### config.mk
export PLATFORM = sky130hd
export DESIGN_NAME = reaction_timer_multi
export DESIGN_NICKNAME = d
export VERILOG_FILES = /design/src/rtl/reaction_timer_multi_pkg.sv /design/src/rtl/ms_tick_gen.sv /design/src/rtl/reaction_timer_multi.sv
export SDC_FILE = /design/constraint.sdc
export NUM_CORES = 1
export LEC_CHECK = 0
export CAP_MARGIN = 20
export CORE_ASPECT_RATIO = 0.8
export CORE_MARGIN = 2
export CORE_UTILIZATION = 54
export DETAILED_ROUTE_END_ITERATION = 10
export GPL_TIMING_DRIVEN = 1
export PLACE_DENSITY_LB_ADDON = 0.25
export SLEW_MARGIN = 25
export SYNTH_ARGS = -nofsm -noshare
export SYNTH_HDL_FRONTEND = slang
export SYNTH_SLANG_ARGS = --single-unit
### constraint.sdc
create_clock -name clk -period 9.95 [get_ports clk]
set_clock_uncertainty 0.1 [all_clocks]
set_input_delay 1.99 -clock clk [delete_from_list [all_inputs] [get_ports clk]]
set_output_delay 1.99 -clock clk [all_outputs]
set_load 0.005 [all_outputs]
### src/rtl/reaction_timer_multi_pkg.sv
// Shared types for the multi-player reaction timer: FSM states and
// per-player status codes as they appear on player_status.
package reaction_timer_multi_pkg;

  typedef enum logic [2:0] {
    S_IDLE,
    S_GET_RAND,
    S_RETRY,
    S_RAND_WAIT,
    S_REACT,
    S_RESULT
  } state_t;

  typedef enum logic [1:0] {
    PS_WAIT    = 2'd0,
    PS_VALID   = 2'd1,
    PS_EARLY   = 2'd2,
    PS_TIMEOUT = 2'd3
  } pstat_t;

endpackage

### src/rtl/ms_tick_gen.sv
// Millisecond prescaler: one-cycle tick every CLK_MS_COUNT clocks.
// clr restarts the count so the first tick lands a full period later.
module ms_tick_gen #(
  parameter int CLK_MS_COUNT = 100_000
) (
  input  logic clk,
  input  logic reset_n,
  input  logic clr,
  output logic tick
);

  localparam int CW = (CLK_MS_COUNT > 1) ? $clog2(CLK_MS_COUNT) : 1;
  localparam logic [CW-1:0] LAST = CW'(CLK_MS_COUNT - 1);

  logic [CW-1:0] cnt_q, cnt_d;

  assign tick = (cnt_q == LAST);

  // next count: clear wins, otherwise wrap at the last value
  always_comb begin
    cnt_d = cnt_q + CW'(1);
    if (clr || tick) cnt_d = '0;
  end

  // prescaler register
  always_ff @(posedge clk or negedge reset_n) begin
    if (!reset_n) cnt_q <= '0;
    else          cnt_q <= cnt_d;
  end

endmodule

### src/rtl/reaction_timer_multi.sv
// N-player reaction timer: random delay, shared LED cue, per-player stop
// with false-start and timeout detection, winner and session-best tracking.
module reaction_timer_multi
  import reaction_timer_multi_pkg::*;
#(
  parameter int N_PLAYERS    = 2,
  parameter int CLK_MS_COUNT = 100_000,
  parameter int TIME_W       = 14,
  parameter int REACTION_MAX = 1_000,
  parameter int RAND_MIN     = 2_000,
  parameter int RAND_MAX     = 15_000
) (
  input  logic                          clk,
  input  logic                          reset_n,
  input  logic                          start,
  input  logic                          clear,
  input  logic [N_PLAYERS-1:0]          stop,
  input  logic                          rand_done,
  input  logic [TIME_W-1:0]             rand_num,
  output logic                          rand_start,
  output logic [N_PLAYERS*TIME_W-1:0]   reaction_time,
  output logic [2*N_PLAYERS-1:0]        player_status,
  output logic                          winner_valid,
  output logic [((N_PLAYERS > 1) ? $clog2(N_PLAYERS) : 1)-1:0] winner_id,
  output logic [TIME_W-1:0]             best_time,
  output logic                          reaction_led,
  output logic                          sseg_active,
  output logic                          sseg_mesg,
  output logic                          bcd_start
);

  localparam int WID_W = (N_PLAYERS > 1) ? $clog2(N_PLAYERS) : 1;
  localparam logic [TIME_W-1:0] T_TIMEOUT = TIME_W'(REACTION_MAX + 1);
  localparam logic [TIME_W-1:0] R_MIN     = TIME_W'(RAND_MIN);
  localparam logic [TIME_W-1:0] R_MAX     = TIME_W'(RAND_MAX);

  state_t state_q, state_d;
  logic [N_PLAYERS-1:0][1:0]        st_q, st_d;
  logic [N_PLAYERS-1:0][TIME_W-1:0] tm_q, tm_d;
  logic [TIME_W-1:0] ms_q, ms_d, ms_inc, delay_q, delay_d, best_q, best_d;
  logic entry_q, entry_d, rand_start_q, rand_start_d, bcd_start_q, bcd_start_d;
  logic tick, tick_clr, rand_ok, at_delay, at_timeout, any_wait, all_early;
  logic win_found;
  logic [WID_W-1:0]  win_idx;
  logic [TIME_W-1:0] win_time;

  ms_tick_gen #(.CLK_MS_COUNT(CLK_MS_COUNT)) u_tick (
    .clk(clk), .reset_n(reset_n), .clr(tick_clr), .tick(tick)
  );

  assign ms_inc     = ms_q + TIME_W'(1);
  assign rand_ok    = (rand_num >= R_MIN) && (rand_num <= R_MAX);
  assign at_delay   = tick && (ms_inc == delay_q);
  assign at_timeout = (ms_q == T_TIMEOUT);

  // per-player status/time update; clear suppresses any update in its cycle
  always_comb begin
    st_d = st_q;
    tm_d = tm_q;
    case (state_q)
      S_IDLE: if (start) begin
        st_d = '0;
        tm_d = '0;
      end
      S_RAND_WAIT: if (!clear) begin
        for (int i = 0; i < N_PLAYERS; i++)
          if (stop[i] && st_q[i] == PS_WAIT) st_d[i] = PS_EARLY;
      end
      S_REACT: if (!clear) begin
        for (int i = 0; i < N_PLAYERS; i++)
          if (st_q[i] == PS_WAIT) begin
            if (at_timeout) st_d[i] = PS_TIMEOUT;
            else if (stop[i]) begin
              st_d[i] = PS_VALID;
              tm_d[i] = ms_q;
            end
          end
      end
      default: ;
    endcase
    any_wait  = 1'b0;
    all_early = 1'b1;
    for (int i = 0; i < N_PLAYERS; i++) begin
      any_wait  = any_wait  | (st_d[i] == PS_WAIT);
      all_early = all_early & (st_d[i] == PS_EARLY);
    end
  end

  // fastest VALID player; strict compare keeps the lowest index on a tie
  always_comb begin
    win_found = 1'b0;
    win_idx   = '0;
    win_time  = '1;
    for (int i = 0; i < N_PLAYERS; i++)
      if (st_q[i] == PS_VALID && (!win_found || tm_q[i] < win_time)) begin
        win_found = 1'b1;
        win_idx   = WID_W'(i);
        win_time  = tm_q[i];
      end
  end

  // next-state logic
  always_comb begin
    state_d = state_q;
    case (state_q)
      S_IDLE:      if (start) state_d = S_GET_RAND;
      S_GET_RAND:  if (rand_done) state_d = rand_ok ? S_RAND_WAIT : S_RETRY;
      S_RETRY:     state_d = S_GET_RAND;
      S_RAND_WAIT: if (clear) state_d = S_IDLE;
                   else if (all_early) state_d = S_RESULT;
                   else if (at_delay) state_d = S_REACT;
      S_REACT:     if (clear) state_d = S_IDLE;
                   else if (!any_wait) state_d = S_RESULT;
      S_RESULT:    if (clear) state_d = S_IDLE;
      default:     state_d = S_IDLE;
    endcase
  end

  // delay latch, ms counter (restarted on entry to each timed phase), best time
  always_comb begin
    delay_d  = delay_q;
    ms_d     = ms_q;
    best_d   = best_q;
    tick_clr = (state_d != state_q) &&
               (state_d == S_RAND_WAIT || state_d == S_REACT);
    entry_d  = (state_d == S_RESULT) && (state_q != S_RESULT);
    if (state_q == S_GET_RAND && rand_done && rand_ok) delay_d = rand_num;
    if (tick_clr) ms_d = '0;
    else if (tick && state_d == state_q &&
             (state_q == S_RAND_WAIT || state_q == S_REACT)) ms_d = ms_inc;
    if (entry_q && win_found && win_time < best_q) best_d = win_time;
  end

  // output decode; request pulses are registered so reset cannot glitch them
  always_comb begin
    rand_start_d = (state_q == S_IDLE && start) || (state_q == S_RETRY);
    bcd_start_d  = entry_d || (state_q == S_REACT && state_d == S_REACT && tick);
    winner_valid = (state_q == S_RESULT) && win_found;
    winner_id    = winner_valid ? win_idx : '0;
    reaction_led = (state_q == S_REACT) || winner_valid;
    sseg_active  = (state_q == S_IDLE) || (state_q == S_REACT) ||
                   (state_q == S_RESULT);
    sseg_mesg    = (state_q == S_IDLE);
  end

  // state and datapath registers
  always_ff @(posedge clk or negedge reset_n) begin
    if (!reset_n) begin
      state_q      <= S_IDLE;
      st_q         <= '0;
      tm_q         <= '0;
      ms_q         <= '0;
      delay_q      <= '0;
      best_q       <= '1;
      entry_q      <= 1'b0;
      rand_start_q <= 1'b0;
      bcd_start_q  <= 1'b0;
    end else begin
      state_q      <= state_d;
      st_q         <= st_d;
      tm_q         <= tm_d;
      ms_q         <= ms_d;
      delay_q      <= delay_d;
      best_q       <= best_d;
      entry_q      <= entry_d;
      rand_start_q <= rand_start_d;
      bcd_start_q  <= bcd_start_d;
    end
  end

  assign rand_start    = rand_start_q;
  assign bcd_start     = bcd_start_q;
  assign reaction_time = tm_q;
  assign player_status = st_q;
  assign best_time     = best_q;

endmodule
==> results of run 1 <==
==> worst max-delay path, cell delays in order, from the launching register on <==
cell	delay, ns
dfrtp_1	0.47
nand2b_1	0.61
nor2_1	0.15
ha_1	0.24
or3_1	0.35
o221ai_1	0.25
a2111o_1	0.20
o211ai_1	0.17
a21oi_2	0.83
and3_1	0.31
clkdlybuf4s50_1	0.51
==> flip-flops by register name, summed over array words and instances (netlist names) <==
name / count
entry_q: 1
ms_q: 14
state_q: 3
u_tick.cnt_q: 17
bcd_start: 1
player_status: 4
rand_start: 1
best_time: 14
delay_q: 14
reaction_time: 28
==> per-layer routing <==
layer  global-route usage  vias up  routed length, um
li1                     -     2412                  -
met1                0.406     2463               7400
met2                0.398      216               6820
met3               0.0461       17                943
met4               0.0592        0                155
met5                    0        -                  0
==> report_power, final <==
part | internal [mW] | switching, mW | total (mW)
combinational | 0.133 | 0.138 | 0.272
sequential | 0.442 | 0.0595 | 0.501
clock | 0.170 | 0.147 | 0.316
total | 0.745 | 0.345 | 1.09
==> stage by stage <==
step	cell area [sq um]	std cells	util	setup WS, ns
4_1_cts	7060	848	0.651	3.51
6_report	7070	848	0.651	3.41
3_5_place_dp	6800	832	0.627	3.97
2_1_floorplan	5980	642	-	4.66
3_3_place_gp	6790	831	0.626	3.97
5_1_grt	7070	848	0.651	3.14
==> worst paths after layout <==
kind / to / startpoint / slack, ns / depth (start not counted)
max in group asynchronous: ms_q[0] / reset_n / 7.09 / 2
setup / recovery: winner_id / player_status[1] / 3.41 / 10
min in group asynchronous: reaction_time[18] / reset_n / 1.45 / 1
hold / removal: u_tick.cnt_q[0] / u_tick.cnt_q[0] / 0.41 / 1
hold reg to reg: u_tick.cnt_q[0] / u_tick.cnt_q[0] / 0.41 / 1
setup reg to reg: best_time[12] / player_status[1] / 3.86 / 18
==> area by class of cell <==
cell class	count	area share
Multi-Input combinational cell	465	0.456
Sequential cell	97	0.346
Timing Repair Buffer	81	0.112
Clock buffer	13	0.0340
Tap cell	144	0.0255
Inverter	45	0.0239
Clock inverter	3	0.00283
==> synthesized netlist by cell type, types with 3 or more instances <==
cell type / count / area, sq um
dfrtp_1: 83 / 2080
nand2_1: 53 / 199
nor2_1: 46 / 173
inv_1: 45 / 169
o21ai_0: 40 / 200
clkbuf_1: 31 / 116
ha_1: 29 / 363
mux2_2: 28 / 315
a21oi_1: 27 / 135
nor3_1: 22 / 110
nand3_1: 19 / 95.1
mux2i_1: 17 / 170
xor2_1: 16 / 140
xnor2_1: 15 / 131
dfstp_2: 14 / 368
nand4_1: 13 / 81.3
and2_1: 11 / 68.8
and3_1: 10 / 62.6
nand2b_1: 10 / 62.6
o31ai_1: 8 / 60.1
a21o_1: 7 / 52.6
nor2b_1: 6 / 37.5
o211ai_1: 6 / 45.0
or4_1: 6 / 45.0
nor3b_1: 5 / 37.5
or3_1: 5 / 31.3
a211oi_1: 4 / 30.0
a31oi_1: 4 / 25.0
and4_1: 4 / 35.0
o311ai_0: 4 / 35.0
buf_6: 3 / 33.8
nor4_1: 3 / 18.8
o2111ai_1: 3 / 26.3
o21a_1: 3 / 22.5
o22ai_1: 3 / 18.8
==> cells by family (layout without fill, tap and decap cells) <==
family | after synthesis | in the layout | share of synthesized area
flip-flops | 97 | 97 | 0.409
buffers and inverters | 80 | 142 | 0.0540
AO/OA/AOI/OAI | 130 | 130 | 0.141
AND/OR/NAND/NOR | 229 | 229 | 0.204
adder cells (fa/ha/maj) | 29 | 29 | 0.0607
XOR/XNOR | 32 | 32 | 0.0494
multiplexers | 45 | 45 | 0.0812
==> run summary, run 1 <==
Kind of critical path: flip-flop to output pin
Max Buffers Root-to-Sink: 2
Most frequent cells in the layout: dfrtp_1 (83), clkdlybuf4s50_1 (72), nand2_1 (53)
Final TNS setup: 0 ns
IO Pins: 74
Vias per cell: 6.02
Most common cell after layout, fill and taps aside: dfrtp_1
Fmax: 153 MHz
Layout area overhead: 18.2%
Final max-slew violation count: 0
Initial antenna violation count: 0
Final HPWL from detailed placement: 11.4 mm
Worst Tran Pin Value: 1.03 ns
Routed WL: 15.3 mm
Post-Syn Area per Cell: 9.31 sq um
FF+latch count, synth: 97
Grt ovf: 0
Clock sinks: 97
Antenna diode count: 0
Post-synth ARST share: 1.00
Post-CTS Setup Bufs: 0
Crit Path Max Fanout: 17
Critical Path AT: 4.45 ns
Status: completed
Ys flop type: dfrtp_1
Post-synth EDFFs: 0
First-pass GRT wire length: 25.1 mm
CTS resizes: 0
H-tree depth: 3
Cell area after synthesis: 0.00598 sq mm
TritonCTS clock tree: yes
Crit path required time: 7.86 ns
Sequential cell area: 0.00244 sq mm
LEAKAGE: 2.99 nW
Fraction of layout cells with a size suffix above 1: 0.104
Endpoints failing hold: 0
I/O Buffers: 73
Peak supply drop: 0.0905 mV
Tcrit/Tclk final: 0.657
Finish-stage setup viols: 0
Max Cap Viol: 0
Initial Util: 0.551
Die ar.: 0.0119 sq mm
All-Layer GR Usage: 0.266
Mapped Cells: 642
Setup crit end kind: output pin
Layout fillers: 909
Power density cells: 154 mW/mm^2
Worst skew pair latency: 0.35 ns
Register area share after synthesis: 0.409
CTS root buf: clkbuf_16
Die outline height: 98.1 um
Min Hold Slack: 0.410 ns
WL/cell: 18.1 um
Min Clock Period, post-route: 6.54 ns
Total power: 1.09 mW
Largest net degree at the start of global routing: 73
Die width: 122 um
RSZ-0062 raised after global routing: false
Core Footprint: 0.0108 sq mm
# hold bufs at CTS: 0
Net count after synthesis: 692
Warnings from Yosys: 0
Multi-input gate area: 0.00322 sq mm
Via count: 5108
DRT Pass-1 Iters: 6
Post-synth cell types: 65
Slew headroom: 0.310
Routed Antenna Nets: 0
DRC: 0
Initial drt markers: 397
Rows: 34
CTS Buf Count: 9
Fin nets: 749
Worst Setup Start Kind: flip-flop
Vias in the first global route: 4892
GPL Wtd Cong: 0.901
Clk slew on worst S/H paths: 0.07 ns
Worst Hold Class: flip-flop to flip-flop
Power figures use the tool's default switching activity.
==> run 2: changes to the inputs <==
==> constraint.sdc (replaced) <==
create_clock -name clk -period 6.1 [get_ports clk]
set_clock_uncertainty 0.1 [all_clocks]
set_input_delay 1.22 -clock clk [delete_from_list [all_inputs] [get_ports clk]]
set_output_delay 1.22 -clock clk [all_outputs]
set_load 0.005 [all_outputs]
==> run 2 against run 1 <==
Via count grew 0.55%. Hold slack lost 0.0023 ns. Flip-flop and latch count is the same. Non-clock buffer count grew 2. First-iteration DRC count grew 3.3%. Die area is the same. Combinational power grew 65%. Largest power group unchanged. Final area grew 0.58%.
==> run summary, run 2 (same netlist as run 1, synthesis figures left out) <==
Setup crit end kind: flip-flop
All-Layer GR Usage: 0.262
Endpoints failing hold: 0
RSZ-0062 raised after global routing: false
DRC: 0
Internal power: 1.26 mW
Largest net degree at the start of global routing: 50
Worst Hold Class: flip-flop to flip-flop
GPL Wtd Cong: 0.896
Routed WL: 15.1 mm
Die outline height: 98.1 um
Power density cells: 259 mW/mm^2
Final core area utilization: 0.655
Grt ovf: 0
FF-to-FF path depth: 19
Hold Path End: u_tick.cnt_q[0]
CTS root buf: clkbuf_16
Worst Tran Pin Value: 0.962 ns
Max Cap Viol: 0
Die width: 122 um
Most frequent cells in the layout: dfrtp_1 (83), clkdlybuf4s50_1 (72), nand2_1 (53)
Layout fillers: 907
CTS resizes: 0
Kind of critical path: flip-flop to flip-flop
Initial antenna violation count: 0
P_sw: 0.585 mW
Slew headroom: 0.354
R2R Path Start: player_status[1]
Crit path launch: player_status[1]
Post-CTS Setup Bufs: 0
DRT Pass-1 Iters: 5
Critical Path AT: 5.66 ns
Fmax: 182 MHz
Max Buffers Root-to-Sink: 2
Routed Antenna Nets: 0
Crit Path Max Fanout: 26
I/O Buffers: 73
Vias in the first global route: 4872
Initial drt markers: 410
First-pass GRT wire length: 24.9 mm
Status: completed
Total power: 1.84 mW
Hold depth: 1
Min Clock Period, post-route: 5.50 ns
Worst skew pair latency: 0.34 ns
Clk slew on worst S/H paths: 0.07 ns
H-tree depth: 3
Worst r2r dst: best_time[11]
Crit path required time: 6.26 ns
Antenna diode count: 0
Final TNS setup: 0 ns
Non-Filler Instances: 850
CTS Buf Count: 9
Max reg flops: 28
Most common cell after layout, fill and taps aside: dfrtp_1
IO Pins: 74
Fin nets: 751
Die ar.: 0.0119 sq mm
Clock sinks: 97
Initial Util: 0.551
WL/cell: 17.8 um
TritonCTS clock tree: yes
Seq pwr share: 0.446
Sw Ratio: 0.318
Via count: 5136
Rows: 34
Final max-slew violation count: 0
Tcrit/Tclk final: 0.901
Finish-stage setup viols: 0
# hold bufs at CTS: 0
Hold Path Origin: u_tick.cnt_q[0]
Worst Setup Start Kind: flip-flop
Core Footprint: 0.0108 sq mm
Logic pwr share: 0.243
Placed insts: 834
Final HPWL from detailed placement: 11.2 mm
Layout area overhead: 18.9%
R2R setup slack: 0.60 ns
Fraction of layout cells with a size suffix above 1: 0.109
Vias per cell: 6.04
LEAKAGE: 3.01 nW
Peak supply drop: 0.143 mV
Clk pwr share: 0.311
run 2: worst max-delay path, stage by stage (launching register included):
cell and delay, ns:
dfrtp_1 0.47, nand2b_1 0.59, nor2_1 0.15, ha_1 0.24, or3_1 0.35, o221ai_1 0.19
a2111o_1 0.18, o211ai_1 0.15, a21oi_2 0.39, buf_4 0.29, mux2i_1 0.28, ha_1 0.28
a21o_1 0.18, a21o_1 0.16, a21oi_1 0.13, nor2_1 0.05, a211oi_1 0.29, o31a_1 0.70
nand2_1 0.13, o21ai_0 0.10
run 2: area by class of cell:
cell class | instances | area (sq um) | share of cell area
Inverter | 45 | 169 | 0.0238
Timing Repair Buffer | 83 | 803 | 0.113
Clock buffer | 10 | 229 | 0.0322
Multi-Input combinational cell | 465 | 3210 | 0.452
Clock inverter | 6 | 67.6 | 0.00951
Tap cell | 144 | 180 | 0.0253
Sequential cell | 97 | 2440 | 0.344
run 2: worst max-delay path by stage:
stage / to / cells past startpoint
floorplan: best_time[10] / 23
global placement: best_time[12] / 19
detailed placement: best_time[12] / 19
CTS: best_time[12] / 19
global route: best_time[8] / 19
finish: best_time[11] / 19
run 2: per-layer routing:
layer | up-vias | wire length (um) | GRT usage | share of wire
met3 | 17 | 880 | 0.0415 | 0.058
met2 | 172 | 7200 | 0.420 | 0.48
li1 | 2409 | - | - | -
met1 | 2538 | 6810 | 0.375 | 0.45
met5 | - | 0 | 0 | 0
met4 | 0 | 206 | 0.0637 | 0.014
run 2: power groups by stage:
stage	combinational, mW	clock, mW	sequential, mW
2_1_floorplan	0.338	0	0.783
3_3_place_gp	0.426	0	0.824
3_5_place_dp	0.442	0	0.831
4_1_cts	0.446	0.585	0.820
5_1_grt	0.492	0.608	0.833
6_report	0.448	0.573	0.820
run 2: metrics by stage:
step                      hold slack, ns  area, sq um  setup WS, ns
after floorplan                    0.353         5980         0.868
after global placement             0.386         6810         0.864
after detailed placement           0.391         6810         0.698
after CTS                          0.409         7110         0.641
after global routing               0.431         7110        0.0607
final                              0.408         7110         0.603
==> run 3: changes to the inputs <==
--- a/config.mk
+++ b/config.mk
@@ -10,7 +10,7 @@
 export CORE_MARGIN = 2
 export CORE_UTILIZATION = 54
 export DETAILED_ROUTE_END_ITERATION = 10
-export GPL_TIMING_DRIVEN = 1
+export GPL_TIMING_DRIVEN = 0
 export PLACE_DENSITY_LB_ADDON = 0.25
 export SLEW_MARGIN = 25
 export SYNTH_ARGS = -nofsm -noshare
==> run 3 against run 2 <==
Clock power grew 3%. Fmax down 0.38%. Wire length is 4.3% higher. Cell count is 2.9% higher. Sequential power shrank 3.5%. Core utilization is 1.2 points higher. Register-to-register slack got worse by 0.02 ns. Via count is 2.7% higher. Final area increased by 1.8%.
==> run summary, run 3 (same netlist as run 1, synthesis figures left out) <==
Total power: 1.88 mW
Layout area overhead: 21.0%
Slowest cell on crit path: dfrtp_1
Crit Path Max Fanout: 10
R2R setup slack: 0.58 ns
Post-CTS Setup Bufs: 0
Via count: 5275
Critical Path AT: 5.68 ns
Initial antenna violation count: 0
Slew headroom: 0.321
Most common cell after layout, fill and taps aside: dfrtp_1
Worst Hold Class: flip-flop to flip-flop
Grt ovf: 0
Max Buffers Root-to-Sink: 2
Max Cap Viol: 0
All-Layer GR Usage: 0.279
Crit path required time: 6.27 ns
Placed Area: 0.00692 sq mm
Worst skew pair latency: 0.35 ns
GPL Wtd Cong: 0.931
Initial Util: 0.551
Final max-slew violation count: 0
DRC: 0
Kind of critical path: flip-flop to flip-flop
Die outline height: 98.1 um
Final HPWL from detailed placement: 12.1 mm
Die ar.: 0.0119 sq mm
Worst Tran Pin Value: 1.00 ns
Initial drt markers: 403
Peak supply drop: 0.155 mV
Finish-stage setup viols: 0
CTS Buf Count: 9
Clk slew on worst S/H paths: 0.07 ns
Fraction of layout cells with a size suffix above 1: 0.104
Final core area utilization: 0.667
Post-route design area: 0.00723 sq mm
Status: completed
RSZ-0062 raised after global routing: false
Critical path, cell by cell: nand2b_2 > clkbuf_2 > nor2_1 > ha_1 > a21o_1 > a21o_1 > a21oi_1 > o211ai_1 > a21oi_2 > clkbuf_4 > mux2i_1 > ha_1 > nor2b_1 > o21ai_0 > nand4b_1 > a211oi_1 > o31a_1 > clkbuf_1 > clkbuf_2 > nand2_1 > o21ai_0
CTS root buf: clkbuf_16
I/O Buffers: 73
WL/cell: 18.0 um
Core Footprint: 0.0108 sq mm
First-pass GRT wire length: 26.1 mm
Antenna diode count: 0
Endpoints failing hold: 0
Vias in the first global route: 5180
Final TNS setup: 0 ns
Min Clock Period, post-route: 5.52 ns
Rows: 34
Vias per cell: 6.03
Most frequent cells in the layout: dfrtp_1 (83), clkdlybuf4s50_1 (72), nand2_1 (53)
Die width: 122 um
Max reg flops: 28
Largest net degree at the start of global routing: 66
CTS resizes: 2
LEAKAGE: 3.05 nW
Routed Antenna Nets: 0
Layout fillers: 884
# hold bufs at CTS: 0
IO Pins: 74
Setup crit end kind: flip-flop
Clock sinks: 97
Power density cells: 260 mW/mm^2
Tcrit/Tclk final: 0.905
Crit-path max cell delay: 0.47 ns
Routed WL: 15.7 mm
Fin nets: 776
TritonCTS clock tree: yes
Fmax: 181 MHz
DRT Pass-1 Iters: 5
Worst Setup Start Kind: flip-flop
H-tree depth: 3
run 3: critical path, delay by kind of cell (launching register included):
kind | cells | cell delay, ns
adder cells (fa/ha/maj) | 2 | 0.58
buffers and inverters | 4 | 1.19
flip-flops | 1 | 0.47
multiplexers | 1 | 0.33
AO/OA/AOI/OAI | 9 | 1.91
AND/OR/NAND/NOR | 5 | 0.85
run 3: stage by stage:
stage,hold slack (ns),std cells,worst slack (ns)
global route,0.449,875,0.0149
detailed placement,0.415,860,-0.372
CTS,0.427,876,0.0686
floorplan,0.353,642,0.868
finish,0.420,875,0.582
global placement,0.382,859,-0.224
run 3: cell type report:
cell class                 count  area [sq um]  area share
multi-input combinational    465          3220       0.445
sequential                    97          2440       0.338
timing repair buffer          74           759       0.105
clock buffer                  11           243      0.0336
tap                          144           180      0.0249
inverter                      45           169      0.0234
buffer                        34           158      0.0218
clock inverter                 5          62.6     0.00865
run 3: layer usage:
layer	vias up	part of all wire	track usage
met5	-	0	0
met4	0	0.021	0.0911
met3	28	0.062	0.0543
met2	180	0.45	0.420
met1	2611	0.46	0.406
li1	2456	-	-
run 3: final timing paths:
check                           cells past startpoint              from                end
worst max-delay path                               21  player_status[1]       best_time[9]
worst min-delay path                                2     best_time[12]      best_time[12]
worst max register to register                     21  player_status[1]       best_time[9]
worst min register to register                      2     best_time[12]      best_time[12]
max in group asynchronous                           2           reset_n       best_time[2]
min in group asynchronous                           1           reset_n  reaction_time[25]
run 3: power by group:
part           switching [mW]  internal (mW)  leakage (nW)
Clock                   0.256          0.332         0.142
Sequential             0.0700          0.721          1.26
Combinational           0.277          0.224          1.64
